File: config.mk
export PLATFORM = sky130hd
export DESIGN_NAME = gpo_route_matrix
export DESIGN_NICKNAME = d
export VERILOG_FILES = /design/src/rtl/gpo_route_pkg.sv /design/src/rtl/gpo_sync_edge.sv /design/src/rtl/gpo_route_matrix.sv
export SDC_FILE = /design/constraint.sdc
export NUM_CORES = 1
export LEC_CHECK = 0
export ABC_AREA = 1
export CAP_MARGIN = 20
export CORE_AREA = 2 2 116 118
export CTS_CLUSTER_DIAMETER = 30
export DETAILED_ROUTE_END_ITERATION = 8
export DIE_AREA = 0 0 118 120
export GPL_ROUTABILITY_DRIVEN = 0
export HOLD_SLACK_MARGIN = 0.02
export PLACE_DENSITY = 0.71
export SETUP_SLACK_MARGIN = 0.3
export SYNTH_ARGS = -nofsm -noshare
export SYNTH_HDL_FRONTEND = slang
export SYNTH_SLANG_ARGS = --single-unit
File: constraint.sdc
create_clock -name sys_clk -period 1.5 [get_ports sys_clk]
set_input_delay 0.45 -clock sys_clk [delete_from_list [all_inputs] [get_ports sys_clk]]
set_output_delay 0.45 -clock sys_clk [all_outputs]
set_load 0.01 [all_outputs]
File: src/rtl/gpo_route_pkg.sv
// gpo_route_pkg
// Shared types and helpers for the GPO route matrix.
//   gpo_mode_t  : per-output drive mode (pass, invert, force-0, force-1)
//   RESET_MODE  : mode of every table entry after reset (source index resets to 0)
//   sel_width() : index width for n items, never less than 1 bit
package gpo_route_pkg;

  typedef enum logic [1:0] {
    GPO_PASS = 2'd0,
    GPO_INV  = 2'd1,
    GPO_ZERO = 2'd2,
    GPO_ONE  = 2'd3
  } gpo_mode_t;

  // Reset entry is {src 0, force-0}, so an unconfigured pin is a quiet low.
  localparam gpo_mode_t RESET_MODE = GPO_ZERO;

  function automatic int sel_width(input int n);
    return (n <= 2) ? 1 : $clog2(n);
  endfunction

endpackage

File: src/rtl/gpo_sync_edge.sv
// gpo_sync_edge
// Multi-stage synchroniser with an optional rising-edge detector.
// Parameters:
//   STAGES  : synchroniser depth
//   WIDTH   : number of independent bits synchronised
//   EDGE_EN : 1 builds the rising-edge detector, 0 ties rise_o low
// Ports:
//   clk_i, rst_ni : clock, asynchronous active-low reset
//   async_i       : asynchronous inputs
//   sync_o        : synchronised level (last synchroniser stage)
//   rise_o        : one-cycle pulse per rising edge of sync_o
module gpo_sync_edge #(
  parameter int STAGES  = 2,
  parameter int WIDTH   = 1,
  parameter bit EDGE_EN = 1'b1
) (
  input  logic             clk_i,
  input  logic             rst_ni,
  input  logic [WIDTH-1:0] async_i,
  output logic [WIDTH-1:0] sync_o,
  output logic [WIDTH-1:0] rise_o
);

  logic [WIDTH-1:0] stage_q [STAGES];

  always_ff @(posedge clk_i or negedge rst_ni) begin
    if (!rst_ni) begin
      for (int i = 0; i < STAGES; i++) stage_q[i] <= '0;
    end else begin
      stage_q[0] <= async_i;
      for (int i = 1; i < STAGES; i++) stage_q[i] <= stage_q[i-1];
    end
  end

  assign sync_o = stage_q[STAGES-1];

  generate
    if (EDGE_EN) begin : g_edge
      logic [WIDTH-1:0] prev_q;
      logic [STAGES:0]  fill_q;

      // fill_q blanks edge detection until the chain and prev_q hold real
      // samples, so a strobe already high at reset release never fires.
      always_ff @(posedge clk_i or negedge rst_ni) begin
        if (!rst_ni) begin
          prev_q <= '0;
          fill_q <= '0;
        end else begin
          prev_q <= sync_o;
          fill_q <= {fill_q[STAGES-1:0], 1'b1};
        end
      end

      assign rise_o = sync_o & ~prev_q & {WIDTH{fill_q[STAGES]}};
    end else begin : g_no_edge
      assign rise_o = '0;
    end
  endgenerate

endmodule

File: src/rtl/gpo_route_matrix.sv
// gpo_route_matrix
// Routes any of NUM_IN asynchronous RFIC GPO lines to any of NUM_OUT
// accessory pins with a per-pin mode. Software writes entries into a shadow
// table with the cfg_clk_pin strobe and copies the whole shadow into the
// active table with the cfg_commit_pin strobe, so outputs never see a
// partially written map.
// Optional feature macro: GPO_ROUTE_READBACK_EN adds cfg_rdata, a registered
// readback of shadow[cfg_out_sel] (0 when cfg_out_sel is out of range).
// Ports:
//   sys_clk, rstn   : clock, asynchronous active-low reset
//   cfg_clk_pin     : async write strobe (rising edge writes shadow)
//   cfg_commit_pin  : async commit strobe (rising edge copies shadow->active)
//   cfg_in_sel      : source line index for a write (quasi-static)
//   cfg_out_sel     : destination pin index for a write (quasi-static)
//   cfg_mode        : mode for a write: 0 pass, 1 invert, 2 force-0, 3 force-1
//   input_lines     : async RFIC GPO lines
//   output_lines    : routed pins, registered
//   cfg_err         : sticky out-of-range write flag, cleared by commit
//   commit_cnt      : wrapping commit counter
//   cfg_rdata       : (GPO_ROUTE_READBACK_EN only) {src, mode} readback
module gpo_route_matrix
  import gpo_route_pkg::*;
#(
  parameter int NUM_IN      = 8,
  parameter int NUM_OUT     = 10,
  parameter int SYNC_STAGES = 2,
  localparam int SEL_W      = sel_width(NUM_IN),
  localparam int OSEL_W     = sel_width(NUM_OUT)
) (
  input  logic               sys_clk,
  input  logic               rstn,
  input  logic               cfg_clk_pin,
  input  logic               cfg_commit_pin,
  input  logic [SEL_W-1:0]   cfg_in_sel,
  input  logic [OSEL_W-1:0]  cfg_out_sel,
  input  logic [1:0]         cfg_mode,
  input  logic [NUM_IN-1:0]  input_lines,
  output logic [NUM_OUT-1:0] output_lines,
  output logic               cfg_err,
  output logic [7:0]         commit_cnt
`ifdef GPO_ROUTE_READBACK_EN
  ,
  output logic [SEL_W+1:0]   cfg_rdata
`endif
);

  logic [NUM_IN-1:0] sync_in;
  logic [NUM_IN-1:0] in_rise_unused;
  logic              wr_rise, cm_rise;
  logic              wr_level_unused, cm_level_unused;

  gpo_sync_edge #(.STAGES(SYNC_STAGES), .WIDTH(NUM_IN), .EDGE_EN(1'b0)) u_sync_in (
    .clk_i(sys_clk), .rst_ni(rstn), .async_i(input_lines),
    .sync_o(sync_in), .rise_o(in_rise_unused)
  );

  gpo_sync_edge #(.STAGES(SYNC_STAGES), .WIDTH(1), .EDGE_EN(1'b1)) u_sync_wr (
    .clk_i(sys_clk), .rst_ni(rstn), .async_i(cfg_clk_pin),
    .sync_o(wr_level_unused), .rise_o(wr_rise)
  );

  gpo_sync_edge #(.STAGES(SYNC_STAGES), .WIDTH(1), .EDGE_EN(1'b1)) u_sync_cm (
    .clk_i(sys_clk), .rst_ni(rstn), .async_i(cfg_commit_pin),
    .sync_o(cm_level_unused), .rise_o(cm_rise)
  );

  logic [SEL_W-1:0]   shadow_src_q  [NUM_OUT];
  logic [SEL_W-1:0]   shadow_src_d  [NUM_OUT];
  gpo_mode_t          shadow_mode_q [NUM_OUT];
  gpo_mode_t          shadow_mode_d [NUM_OUT];
  logic [SEL_W-1:0]   active_src_q  [NUM_OUT];
  logic [SEL_W-1:0]   active_src_d  [NUM_OUT];
  gpo_mode_t          active_mode_q [NUM_OUT];
  gpo_mode_t          active_mode_d [NUM_OUT];
  logic [NUM_OUT-1:0] out_q, out_d;
  logic               err_q, err_d;
  logic [7:0]         cnt_q, cnt_d;
  logic               wr_ok;

  // cfg_* buses are quasi-static, so they are sampled directly at strobe detect.
  assign wr_ok = (int'(cfg_out_sel) < NUM_OUT) && (int'(cfg_in_sel) < NUM_IN);

  always_comb begin
    shadow_src_d  = shadow_src_q;
    shadow_mode_d = shadow_mode_q;
    active_src_d  = active_src_q;
    active_mode_d = active_mode_q;
    err_d         = err_q;
    cnt_d         = cnt_q;
    out_d         = '0;

    if (wr_rise) begin
      if (wr_ok) begin
        for (int j = 0; j < NUM_OUT; j++) begin
          if (int'(cfg_out_sel) == j) begin
            shadow_src_d[j]  = cfg_in_sel;
            shadow_mode_d[j] = gpo_mode_t'(cfg_mode);
          end
        end
      end else begin
        err_d = 1'b1;
      end
    end

    // Commit copies the post-write shadow, so a same-cycle write is included.
    if (cm_rise) begin
      active_src_d  = shadow_src_d;
      active_mode_d = shadow_mode_d;
      cnt_d         = cnt_q + 8'd1;
      err_d         = 1'b0;
    end

    for (int j = 0; j < NUM_OUT; j++) begin
      case (active_mode_q[j])
        GPO_PASS: out_d[j] =  sync_in[active_src_q[j]];
        GPO_INV:  out_d[j] = ~sync_in[active_src_q[j]];
        GPO_ZERO: out_d[j] = 1'b0;
        GPO_ONE:  out_d[j] = 1'b1;
        default:  out_d[j] = 1'b0;
      endcase
    end
  end

  always_ff @(posedge sys_clk or negedge rstn) begin
    if (!rstn) begin
      for (int j = 0; j < NUM_OUT; j++) begin
        shadow_src_q[j]  <= '0;
        shadow_mode_q[j] <= RESET_MODE;
        active_src_q[j]  <= '0;
        active_mode_q[j] <= RESET_MODE;
      end
      out_q <= '0;
      err_q <= 1'b0;
      cnt_q <= 8'd0;
    end else begin
      shadow_src_q  <= shadow_src_d;
      shadow_mode_q <= shadow_mode_d;
      active_src_q  <= active_src_d;
      active_mode_q <= active_mode_d;
      out_q         <= out_d;
      err_q         <= err_d;
      cnt_q         <= cnt_d;
    end
  end

  assign output_lines = out_q;
  assign cfg_err      = err_q;
  assign commit_cnt   = cnt_q;

`ifdef GPO_ROUTE_READBACK_EN
  logic [SEL_W+1:0] rdata_q, rdata_d;

  always_comb begin
    rdata_d = '0;
    for (int j = 0; j < NUM_OUT; j++) begin
      if (int'(cfg_out_sel) == j) rdata_d = {shadow_src_q[j], shadow_mode_q[j]};
    end
  end

  always_ff @(posedge sys_clk or negedge rstn) begin
    if (!rstn) rdata_q <= '0;
    else       rdata_q <= rdata_d;
  end

  assign cfg_rdata = rdata_q;
`endif

endmodule

## Yosys cells after proc, flatten, opt, wreduce, memory -nomap -nowiden

Index checks and enable logic that the tools add are counted.

- Register bits after elaboration: 147
- Bits in latches: 0
- Bits in writable memories: 0
- Memory bits (read-only): 0
- Input port bits: 21
- Output and inout port bits: 19
- Memories: 0

- Add/subtract/negate cells: 1
- Multiply operators: 0
- Divide/modulo/power cells: 0
- Magnitude comparators: 11
- Eq/ne operators: 40
- Shifts and indexed selects: 0
- Muxes and demuxes: 57
- Bitwise logic cells: 16
- Reduce and logical (&&, ||, !) cells: 13

Operators with widths:

| cell | count |
|---|---|
| two-way mux 30 bit | 2 |
| == test 2 bit, second input constant | 20 |
| < comparator 3 x 4 -> 1 bit, second input constant | 10 |
| two-way mux 20 bit | 2 |
| one-hot mux 1 bit (4 select lines) | 10 |
| binary-select mux 1 bit (select 3 bit) | 10 |
| two-way mux 3 bit | 10 |
| == test 4 bit, second input constant | 6 |
| == test 2 x 1 -> 1 bit, second input constant | 10 |
| zero test 2 bit | 10 |
| two-way mux 2 bit | 10 |
| two-way mux 1 bit | 13 |
| NOT 1 bit | 12 |
| adder 8 x 1 -> 8 bit, second input constant | 1 |
| == test 4 x 3 -> 1 bit, second input constant | 2 |
| AND 1 bit | 4 |
| == test 4 x 2 -> 1 bit, second input constant | 1 |
| zero test 4 bit | 1 |
| < comparator 4 bit, second input constant | 1 |
| != test 2 bit, second input constant | 1 |
| AND reduction 2 bit | 1 |
| nonzero test 2 bit | 1 |

## Logic depth before layout (Yosys ltp)

- Depth in word-level cells: 5
- Mapped depth: 8

## Cells and area by module

From an unflattened synthesis, not the netlist that was laid out.

- Cell total of the unflattened synthesis: 756
- Area, all modules: 6462.4 sq um

Modules (own cells, without submodules):

| module | instances | cells an instance | area an instance (sq um) | seq. area each (sq um) |
|---|---|---|---|---|
| gpo_route_matrix | 1 | 705 | 5610.4 | 3002.9 |
| gpo_sync_edge at u_sync_in | 1 | 33 | 524.3 | 400.4 |
| gpo_sync_edge at u_sync_cm ... | 2 | 9 | 163.9 | 150.1 |

## Worst setup path before layout

No wires, ideal clock.

- Kind: input port to flip-flop
- Start point: in cfg_out_sel[1]
- End point: reg shadow_mode_q[0] in the netlist's numbering
- Library setup time: 119 ps
- Data arrival time: 1202 ps
- Required time: 1381 ps
- Setup slack: 179 ps
- Stages on the path: 6
- Buffers on the path: 1
- Cell sequence: clkinv_1 -> nand2_1 -> nor2_4 -> buf_6 -> nand3_1 -> and2_1

RTL lines:

| element | line | source |
|---|---|---|
| start: declaration | gpo_route_matrix.sv:35 | `input logic [OSEL_W-1:0] cfg_out_sel,` |
| end signal: assignment | gpo_route_matrix.sv:137 | `shadow_mode_q <= shadow_mode_d;` |
| end: declaration | gpo_route_matrix.sv:69 | `gpo_mode_t shadow_mode_q [NUM_OUT];` |

==> results.md <==
* Status: completed
* Sequential fraction of the synthesis area at 0.541
* Final WL at 21,900 um
* Slew Viols, Final at 0
* Hpwl dp at 9560 um
* Post-Place Setup Slack at -517 ps
* Top post-synthesis cells by area: dfrtp_1, nand2_1, nand3_1
* CTS H-Tree Depth at 4
* Residual DRC count at 0
* Initial antenna violation count at 0
* Clock slew at the register clock pins of the worst setup and hold paths at 60 ps
* Tot Pwr at 0.0125 W
* Synthesis-to-finish area growth at 52.0%
* Max-cap viol count at 0
* Num Clock Sinks at 144
* Vias at 6,285
* Area share of the largest cell type after synthesis at 0.463
* Dominant synthesized flop cell: dfrtp_1
* Psw at 0.00373 W
* Core box area at 13,000 sq um
* Internal at 0.00876 W
* Post-Synth XOR/XNOR Area at 0.00784
* Final Hold Vio Count at 0
* Ys async rst share at 1.00
* Die Ht at 120 um
* Post-Synthesis Cells at 830
* Largest family of logic cells by synthesized area: simple AND/OR/NAND/NOR gates
* Comb power frac at 0.232
* Fmax at 675 MHz
* Clk buf depth at 2
* RSZ-0062 raised after global routing: true
* Sw frac at 0.299
* Pwr dens at 1230 nW/um^2
* Crit Path Category: flip-flop to flip-flop
* YS warnings at 0
* Peak supply drop at 934 uV
* Global Route Usage Sum at 0.263
* Share of layout cells above drive strength 1 at 0.460
* Clock power frac at 0.380
* Number of global-route vias before repair at 5,734
* Kind of path behind the tightest hold check: flip-flop to flip-flop
* Met2 usage in global routing at 0.438
* EDFF count, synth at 0
* Synth area leader: dfrtp_1
* Initial Util at 0.516
* Gr ovfl total at 0
* Wire per inst at 18.9 um
* Nets at 992
* Maximum fanout along the worst path at 5
* Iter 0 DRT Violations at 533
* Busiest grt layer: met2
* Antenna Violating Nets Remaining at 0
* Setup violators final at 0
* Mux cell area share after synthesis at 0
* Tcrit/Tclk final at 0.988
* Top post-synthesis cells by count: nand2_1, dfrtp_1, nand3_1, inv_1
* Synth Area in Adders at 0.00187
* Startpoint types: flip-flop
* M3 GR Usage at 0.0499
* Die Area at 14,200 sq um
* Arrival time of the worst setup path at 1800 ps
* Global-route wire length before repair at 28,700 um
* Grt met1 use at 0.336
* PortBufs at 39
* Reg power frac at 0.388
* Count leader, synth: nand2_1
* I/O Pins at 40
* Lkg Pwr at 5.02 nW
* DRT Pass-1 Iters at 5
* Post-Syn Nets at 852
* Critical Path Sink Type: flip-flop
* Die W at 118 um
* Layout Skew at 11.9 ps
* Post-synthesis compound-gate area fraction at 0.0327
* Largest net degree at the start of global routing at 52
* Syn avg cell area at 8.08 sq um
* Setup slack after layout at 17.9 ps
* Num CTS Buffers at 17
* Via/cell ratio at 5.43
* Critical Path RT at 1810 ps
* Inserted Diodes at 0
* Tmin final at 1480 ps
* Worst-skew pair later-pin latency at 440 ps
* Fill count at 770
* Seq cells post-synth at 144
* FP Rows at 42
* Synth Cell Area at 6700 sq um
* Root buffer cell: clkbuf_16
* Post-synthesis simple-gate area fraction at 0.351
* Synth cell types at 30
* TritonCTS clock tree: done
## per-layer routing
metal  share of wire  vias to the layer above
met5               0                        -
met4           0.053                        0
met3           0.078                       96
met2            0.50                      283
met1            0.37                     3035
li1                -                     2871
## cell usage in the layout (no fill, tap or decap), drive strengths merged
cell / instances
clkinvlp: 4
bufinv: 5
xor2: 6
nor3: 4
ha: 1
clkbuf: 30
o21ai: 26
a21oi: 2
conb: 1
nor2: 33
nand3: 114
dfstp: 20
dlygate4sd3: 1
dlygate4sd2: 1
clkinv: 13
buf: 103
inv: 81
and2: 25
nand2: 373
dfrtp: 124
clkdlybuf4s50: 15
## metrics by stage
stage	area [sq um]	utilization	TNS (ps)	hold slack, ps	cells
after floorplan	6730	-	0	154	830
after global placement	7660	0.590	-43160	332	1072
after detailed placement	7660	0.590	-44360	335	1072
after CTS	8980	0.692	0	348	1136
after global routing	10200	0.785	-441	358	1158
final	10200	0.785	0	347	1158
## power groups by stage
| stage | clock, W | sequential, W | combinational, W |
|---|---|---|---|
| 2_1_floorplan | 0 | 0.00484 | 0.00108 |
| 3_3_place_gp | 0 | 0.00481 | 0.00192 |
| 3_5_place_dp | 0 | 0.00482 | 0.00195 |
| 4_1_cts | 0.00472 | 0.00475 | 0.00213 |
| 5_1_grt | 0.00495 | 0.00490 | 0.00315 |
| 6_report | 0.00475 | 0.00485 | 0.00290 |
## registers in the layout, summed over array words and instances, names as in the netlist, 2 cells and up
signal,count
u_sync_in.stage_q,8
shadow_src_q,30
u_sync_in.sync_o,8
active_src_q,30
commit_cnt,8
output_lines,10
shadow_mode_q,20
u_sync_wr.g_edge.fill_q,2
active_mode_q,20
## cells by family (layout without fill, tap and decap cells)
family,count (synthesis),in the layout
and+or+nand+nor,543,549
DFF,144,144
buffers and inverters,107,253
AOI/OAI and AO/OA,28,28
xor gates and xnor gates,6,6
adders and majority gates,1,1
other,1,1
## worst paths after layout
kind / start / slack (ps) / depth (start not counted) / to
max in group asynchronous: rstn / 470 / 3 / active_mode_q[17]$_DFFE_PN1P_
worst min register to register: u_sync_cm.stage_q[1]$_DFF_PN0_ / 350 / 0 / u_sync_cm.sync_o$_DFF_PN0_
min in group asynchronous: rstn / 470 / 2 / active_mode_q[12]$_DFFE_PN0P_
worst max-delay path: u_sync_wr.g_edge.prev_q$_DFF_PN0_ / 20 / 6 / shadow_src_q[12]$_DFF_PN0_
worst min-delay path: u_sync_cm.stage_q[1]$_DFF_PN0_ / 350 / 0 / u_sync_cm.sync_o$_DFF_PN0_
worst max register to register: u_sync_wr.g_edge.prev_q$_DFF_PN0_ / 20 / 6 / shadow_src_q[12]$_DFF_PN0_
## timing repair
action | CTS | global route
endpoints found under the setup margin | 126 | 136
gates resized for setup | 193 | 258
pin swaps | 49 | 119
hold endpoints to repair | 19 | 0
setup buffers | 26 | 15
cloned | 6 | 7
hold buffers | 1 | 0
## area by class of cell
cell class	instances	area, sq um	area share
well taps	176	220	0.0216
repair buffers	130	1390	0.137
multi-input cells	585	3900	0.383
clock inverters	11	185	0.0182
clock buffers	20	467	0.0458
inverters	92	378	0.0371
flip-flops and latches	144	3640	0.357
## worst max-delay path, cell delays in order (launching register included)
cell and delay [ps]:
dfrtp_1 380, inv_2 70, nand3_4 200, buf_6 200, nor2_4 180, nand3_2 140, and2_1 190
No activity file was read; power rests on OpenSTA's default activity.
